$ cat src/rtl/snn_weight_store_if.sv
// Bus bundle for snn_weight_store: host byte loader plus the two weight-read channels.
// master = host/datapath side, slave = the weight store.
interface snn_weight_store_if #(
    parameter int ADDR_W = 4,
    parameter int DW     = 8
);
    logic              cfg_valid;
    logic [7:0]        cfg_byte;
    logic              cfg_ready;
    logic              cfg_done;
    logic              w_req;
    logic [ADDR_W-1:0] w_addr;
    logic              w_valid;
    logic [DW-1:0]     w_data;
    logic              wb_req;
    logic [ADDR_W-1:0] wb_addr;
    logic              wb_valid;
    logic [DW-1:0]     wb_data;
    logic              busy;

    modport master (
        output cfg_valid, cfg_byte, w_req, w_addr, wb_req, wb_addr,
        input  cfg_ready, cfg_done, w_valid, w_data, wb_valid, wb_data, busy
    );

    modport slave (
        input  cfg_valid, cfg_byte, w_req, w_addr, wb_req, wb_addr,
        output cfg_ready, cfg_done, w_valid, w_data, wb_valid, wb_data, busy
    );
endinterface

$ cat src/rtl/snn_weight_store.sv
// Flop-based weight memory with a header/data byte loader and two latency-1 read ports.
// Optional WSTORE_PARITY_EN adds a per-word even-parity bit and a sticky par_err output.
module snn_weight_store #(
    parameter int ADDR_W = 4,
    parameter int DW     = 8,
    parameter int DEPTH  = 16
) (
    input  logic                clk,
    input  logic                rst,
    snn_weight_store_if.slave   bus
`ifdef WSTORE_PARITY_EN
    ,
    output logic                par_err
`endif
);
    localparam int CNT_W = ADDR_W + 1;
    localparam int NCH   = 2;

    typedef enum logic [1:0] {
        L_IDLE,
        L_DATA,
        L_DONE
    } ld_state_t;

    ld_state_t         state_q, state_d;
    logic [ADDR_W-1:0] addr_q, addr_d;
    logic [CNT_W-1:0]  cnt_q, cnt_d;
    logic              wr_en;

    logic [DW-1:0]     mem_q [DEPTH];
    logic [DEPTH-1:0]  word_we;

    // ---------------- loader FSM ----------------
    always_ff @(posedge clk) begin
        if (rst) begin
            state_q <= L_IDLE;
            addr_q  <= '0;
            cnt_q   <= '0;
        end else begin
            state_q <= state_d;
            addr_q  <= addr_d;
            cnt_q   <= cnt_d;
        end
    end

    always_comb begin
        state_d       = state_q;
        addr_d        = addr_q;
        cnt_d         = cnt_q;
        wr_en         = 1'b0;
        bus.cfg_ready = 1'b0;
        bus.cfg_done  = 1'b0;
        bus.busy      = 1'b0;
        case (state_q)
            L_IDLE: begin
                bus.cfg_ready = 1'b1;
                if (bus.cfg_valid) begin
                    addr_d  = bus.cfg_byte[ADDR_W-1:0];
                    cnt_d   = {1'b0, bus.cfg_byte[7:4]} + CNT_W'(1);
                    state_d = L_DATA;
                end
            end
            L_DATA: begin
                bus.cfg_ready = 1'b1;
                bus.busy      = 1'b1;
                if (bus.cfg_valid) begin
                    wr_en  = 1'b1;
                    addr_d = addr_q + ADDR_W'(1);
                    cnt_d  = cnt_q - CNT_W'(1);
                    if (cnt_q == CNT_W'(1)) begin
                        state_d = L_DONE;
                    end
                end
            end
            L_DONE: begin
                bus.cfg_done = 1'b1;
                bus.busy     = 1'b1;
                state_d      = L_IDLE;
            end
            default: state_d = L_IDLE;
        endcase
        // The reset cycle presents an idle, not-ready loader regardless of stale state.
        if (rst) begin
            bus.cfg_ready = 1'b0;
            bus.cfg_done  = 1'b0;
            bus.busy      = 1'b0;
            wr_en         = 1'b0;
        end
    end

    // ---------------- storage ----------------
    for (genvar gi = 0; gi < DEPTH; gi++) begin : g_we
        assign word_we[gi] = wr_en && (addr_q == ADDR_W'(gi));
    end

    always_ff @(posedge clk) begin
        for (int i = 0; i < DEPTH; i++) begin
            if (rst) begin
                mem_q[i] <= '0;
            end else if (word_we[i]) begin
                mem_q[i] <= bus.cfg_byte[DW-1:0];
            end
        end
    end

`ifdef WSTORE_PARITY_EN
    logic [DEPTH-1:0] par_q;

    always_ff @(posedge clk) begin
        for (int i = 0; i < DEPTH; i++) begin
            if (rst) begin
                par_q[i] <= 1'b0;
            end else if (word_we[i]) begin
                par_q[i] <= ^bus.cfg_byte[DW-1:0];
            end
        end
    end
`endif

    // ---------------- read channels ----------------
    logic              rd_req   [NCH];
    logic [ADDR_W-1:0] rd_addr  [NCH];
    logic [DW-1:0]     rd_word  [NCH];
    logic              rd_bad   [NCH];
    logic              valid_q  [NCH];
    logic [DW-1:0]     data_q   [NCH];

    assign rd_req[0]  = bus.w_req;
    assign rd_addr[0] = bus.w_addr;
    assign rd_req[1]  = bus.wb_req;
    assign rd_addr[1] = bus.wb_addr;

    for (genvar gi = 0; gi < NCH; gi++) begin : g_rd
`ifdef WSTORE_PARITY_EN
        assign rd_bad[gi]  = (^mem_q[rd_addr[gi]]) != par_q[rd_addr[gi]];
`else
        assign rd_bad[gi]  = 1'b0;
`endif
        // Sampling mem_q before the edge gives old-data on a same-cycle write.
        assign rd_word[gi] = rd_bad[gi] ? '0 : mem_q[rd_addr[gi]];

        always_ff @(posedge clk) begin
            if (rst) begin
                valid_q[gi] <= 1'b0;
                data_q[gi]  <= '0;
            end else begin
                valid_q[gi] <= rd_req[gi];
                if (rd_req[gi]) begin
                    data_q[gi] <= rd_word[gi];
                end
            end
        end
    end

    assign bus.w_valid  = valid_q[0];
    assign bus.w_data   = data_q[0];
    assign bus.wb_valid = valid_q[1];
    assign bus.wb_data  = data_q[1];

`ifdef WSTORE_PARITY_EN
    logic par_err_q;

    always_ff @(posedge clk) begin
        if (rst) begin
            par_err_q <= 1'b0;
        end else if ((rd_req[0] && rd_bad[0]) || (rd_req[1] && rd_bad[1])) begin
            par_err_q <= 1'b1;
        end
    end

    assign par_err = par_err_q;
`else
    logic unused_rd_bad;
    assign unused_rd_bad = rd_bad[0] | rd_bad[1];
`endif

endmodule

$ cat src/flat_wrapper.sv
// flat-port wrapper written by rule: the top's interface ports become plain ports
module snn_weight_store_flat 
#(
    parameter int ADDR_W = 4,
    parameter int DW     = 8,
    parameter int DEPTH  = 16
)
  (clk, rst, bus_cfg_valid, bus_cfg_byte, bus_w_req, bus_w_addr, bus_wb_req, bus_wb_addr, bus_cfg_ready, bus_cfg_done, bus_w_valid, bus_w_data, bus_wb_valid, bus_wb_data, bus_busy);
  snn_weight_store_if #(.ADDR_W(ADDR_W), .DW(DW)) bus_i ();
  input  logic clk;
  input  logic rst;
  input wire logic [$bits(bus_i.cfg_valid)-1:0] bus_cfg_valid;
  input wire logic [$bits(bus_i.cfg_byte)-1:0] bus_cfg_byte;
  input wire logic [$bits(bus_i.w_req)-1:0] bus_w_req;
  input wire logic [$bits(bus_i.w_addr)-1:0] bus_w_addr;
  input wire logic [$bits(bus_i.wb_req)-1:0] bus_wb_req;
  input wire logic [$bits(bus_i.wb_addr)-1:0] bus_wb_addr;
  output wire logic [$bits(bus_i.cfg_ready)-1:0] bus_cfg_ready;
  output wire logic [$bits(bus_i.cfg_done)-1:0] bus_cfg_done;
  output wire logic [$bits(bus_i.w_valid)-1:0] bus_w_valid;
  output wire logic [$bits(bus_i.w_data)-1:0] bus_w_data;
  output wire logic [$bits(bus_i.wb_valid)-1:0] bus_wb_valid;
  output wire logic [$bits(bus_i.wb_data)-1:0] bus_wb_data;
  output wire logic [$bits(bus_i.busy)-1:0] bus_busy;
  assign bus_i.cfg_valid = bus_cfg_valid;
  assign bus_i.cfg_byte = bus_cfg_byte;
  assign bus_i.w_req = bus_w_req;
  assign bus_i.w_addr = bus_w_addr;
  assign bus_i.wb_req = bus_wb_req;
  assign bus_i.wb_addr = bus_wb_addr;
  assign bus_cfg_ready = bus_i.cfg_ready;
  assign bus_cfg_done = bus_i.cfg_done;
  assign bus_w_valid = bus_i.w_valid;
  assign bus_w_data = bus_i.w_data;
  assign bus_wb_valid = bus_i.wb_valid;
  assign bus_wb_data = bus_i.wb_data;
  assign bus_busy = bus_i.busy;
  snn_weight_store #(.ADDR_W(ADDR_W), .DW(DW), .DEPTH(DEPTH)) u_core (.clk(clk), .rst(rst), .bus(bus_i));
endmodule
$ cat config.mk
export PLATFORM = sky130hd
export DESIGN_NAME = snn_weight_store_flat
export DESIGN_NICKNAME = d
export VERILOG_FILES = /design/src/rtl/snn_weight_store_if.sv /design/src/rtl/snn_weight_store.sv /design/src/flat_wrapper.sv
export SDC_FILE = /design/constraint.sdc
export NUM_CORES = 1
export LEC_CHECK = 0
export ABC_AREA = 0
export CAP_MARGIN = 20
export CORE_UTILIZATION = 61
export DETAILED_ROUTE_END_ITERATION = 12
export GPL_ROUTABILITY_DRIVEN = 0
export PLACE_DENSITY = 0.81
export SLEW_MARGIN = 25
export SYNTH_ARGS = -nofsm -noshare
export SYNTH_HDL_FRONTEND = slang
export SYNTH_SLANG_ARGS = --single-unit
$ cat constraint.sdc
create_clock -name clk -period 2.6 [get_ports clk]
set_input_delay 0.39 -clock clk [delete_from_list [all_inputs] [get_ports clk]]
set_output_delay 0.39 -clock clk [all_outputs]
set_load 0.02 [all_outputs]
==> flow_metrics.py <==
metrics = {
    "global_route": {
        "grtUsageTotal_pct": 32.0,
        "grt_use_met2_pct": 49.2,
        "grt_antenna_before_repair": 0,
        "overflow": 0,
        "met3_usage_pct": 6.23,
        "grt_max_degree": 29,
        "grt_pass1_wl_mm": 33.0,
        "grt_busiest_layer": "met2",
        "met1_usage_pct": 42.4,
        "grt_pass1_vias": 5727,
    },
    "timing": {
        "fmax_ghz": 0.407,
        "setup_viol": 0,
        "rsz0062_at_grt": "no",
        "whs_ps": 518,
        "finalCritPeriodShare_pct": 94.5,
        "clock_skew_ps": 6.83,
        "setup_ws_ps": 142,
        "maxSlewViolCount": 0,
        "hold_violations": 0,
        "maxSlewHeadroom_pct": 43.1,
        "finalCriticalPeriod_ps": 2460,
        "worstMarginPinSlew_ps": 852,
        "tns_ps": 0,
    },
    "routing": {
        "route.detailed.drc": 0,
        "num_vias": 5871,
        "drtAntennaViolNets": 0,
        "drt_iter0_drc": 645,
        "vias_per_cell": 6.76,
        "drt-pass1-iter-count": 6,
        "wl_mm": 21.4,
        "wl_per_cell_um": 24.6,
    },
    "synthesis": {
        "syn_area_per_cell_sq_um": 13.4,
        "ys_seq_elements": 157,
        "synth_common_cells": "144 x edfxtp_1, 116 x and2_1, 45 x mux4_2",
        "synth_edf_count": 144,
        "synth_fp_nets": 662,
        "synthTopCellsByArea": "edfxtp_1 51%, mux4_2 12%, and2_1 8.6%",
        "synth_top_cell_by_area": "edfxtp_1",
        "synth_top_flop_cell": "edfxtp_1",
        "yosysMostFrequentCell": "edfxtp_1",
        "yosysSeqAreaShare_pct": 54.5,
        "async_flop_share_pct": 0,
        "yosys_warnings": 0,
        "synth_cell_types": 50,
        "netlist_area_sq_um": 8410,
        "synth_top_area_share_pct": 51.4,
        "synth_cells": 630,
    },
    "floorplan": {
        "boundaryPins": 42,
        "initial_utilization_pct": 63.0,
        "die_h_um": 119,
        "rows": 42,
        "core-area_sq_um": 13300,
        "die_area_sq_um": 14300,
        "die_x_um": 119,
    },
    "clock_tree": {
        "numCtsBuffers": 17,
        "max-clock-path-buffers": 2,
        "clock-root-buffer": "clkbuf_16",
        "cts_tree": "done",
        "clk_latency_ps": 430,
        "clock_sinks": 157,
        "cts_setup_buffers": 0,
        "htree_levels": 4,
        "clkSlewWorstSetupHoldPaths_ps": 60,
        "hold_buffers": 0,
    },
    "worst_setup_path": {
        "path_delay_family": "buffers and inverters",
        "worstPathCellList": "inv_1 > ha_4 > inv_2 > a21oi_1 > clkdlybuf4s50_1",
        "worst-path-buf-inv": 3,
        "path_class": "register to output port",
        "r2r_setup_slack_ps": 530,
        "slowest_stage": "clkdlybuf4s50_1",
        "cp.required_ps": 2210,
        "max_stage_delay_ps": 640,
        "cp-start-kind": "register",
        "crit_arrival_ps": 2070,
        "end_kind": "output port",
        "worstPathMaxFanout": 11,
    },
    "power_and_ir_drop": {
        "ir_drop_uv": 420,
        "leakagePower_uw": 0.00367,
        "power_density_nw_per_um2": 635,
    },
    "placement": {
        "dp_cells": 837,
        "io_buffers": 41,
        "post-place-ws_ps": 62.3,
        "dp_hpwl_mm": 15.6,
    },
    "min_path": {
        "hp-class": "register to register",
    },
    "finish": {
        "fin_nets": 712,
        "area.growth.synth_to_final_pct": 15.1,
        "finalCoreUtilization_pct": 72.5,
        "fin_cells": 868,
        "num_antenna_cells": 0,
        "fill_cells": 897,
        "drive_above_1_share_pct": 19.7,
    },
    "status": {
        "outcome": "completed",
    },
    "flow_run": {
        "drv_cap": 0,
    },
}
-- worst min-delay path, delay by kind of cell, from the launching register on --
family | cells | cell delay (ps)
AO/OA/AOI/OAI | 1 | 60
flip-flops | 1 | 330
AND/OR/NAND/NOR | 1 | 70
-- layout by cell type, fill, tap and decap left out, drive strengths merged, types with 12 or more instances in the layout --
| master | count |
|---|---|
| edfxtp | 144 |
| and2 | 117 |
| mux4 | 45 |
| buf | 40 |
| mux2i | 39 |
| clkdlybuf4s50 | 39 |
| a22oi | 22 |
| nor2 | 21 |
| or2 | 18 |
| clkbuf | 18 |
| nand2 | 17 |
| nor3 | 17 |
| dfxtp | 13 |
| a22o | 12 |
-- layer usage --
metal	vias up	routed length, um
met5	-	0
met4	0	1310
met3	85	2100
met2	410	10000
met1	2879	7940
li1	2497	-
-- power by group --
part | internal (uW) | switching, uW
Sequential | 2880 | 88.6
Combinational | 357 | 460
Clock | 1390 | 975
-- kinds of logic (layout without fill, tap and decap cells) --
kind of cell	after synthesis	count (layout)	share of synthesized area, %
AOI/OAI and AO/OA	78	78	6.99
and+or+nand+nor	238	238	16.3
buffers and inverters	59	121	3.51
xor gates and xnor gates	2	2	0.208
DFF	157	157	54.5
adders and majority gates	11	11	1.64
muxes	85	85	16.8
-- sequential cells by signal, summed over array words and instances (netlist names) --
register        cells
u_core.mem_q      128
u_core.cnt_q        5
u_core.valid_q      2
u_core.data_q      16
u_core.state_q      2
u_core.addr_q       4
-- through the flow --
stage,area (sq um),power (uW)
6_report,9680,6150
5_1_grt,9680,6310
4_1_cts,9670,6130
3_5_place_dp,9110,3810
3_3_place_gp,9110,3780
2_1_floorplan,8410,3500
-- cell type report --
cell class | count | area (sq um) | area share, %
Clock buffer | 18 | 429 | 4.43
Clock inverter | 13 | 126 | 1.31
Inverter | 11 | 41.3 | 0.426
Multi-Input combinational cell | 414 | 3550 | 36.6
Sequential cell | 157 | 4580 | 47.3
Tap cell | 176 | 220 | 2.27
Timing Repair Buffer | 79 | 736 | 7.60
-- worst paths after layout --
path,from,end,cells after the start
hold reg to reg,u_core.cnt_q[0],u_core.cnt_q[0],2
setup reg to reg,u_core.state_q[1],u_core.mem_q[12][2],6
setup / recovery,u_core.state_q[1],bus_cfg_ready,5
hold / removal,u_core.cnt_q[0],u_core.cnt_q[0],2
-- timing repair --
action	4_1_cts	5_1_grt
resized for setup	1	1
gates cloned	0	0
endpoints found under the setup margin	1	1
Note: power is estimated with default switching activity, not from simulation.
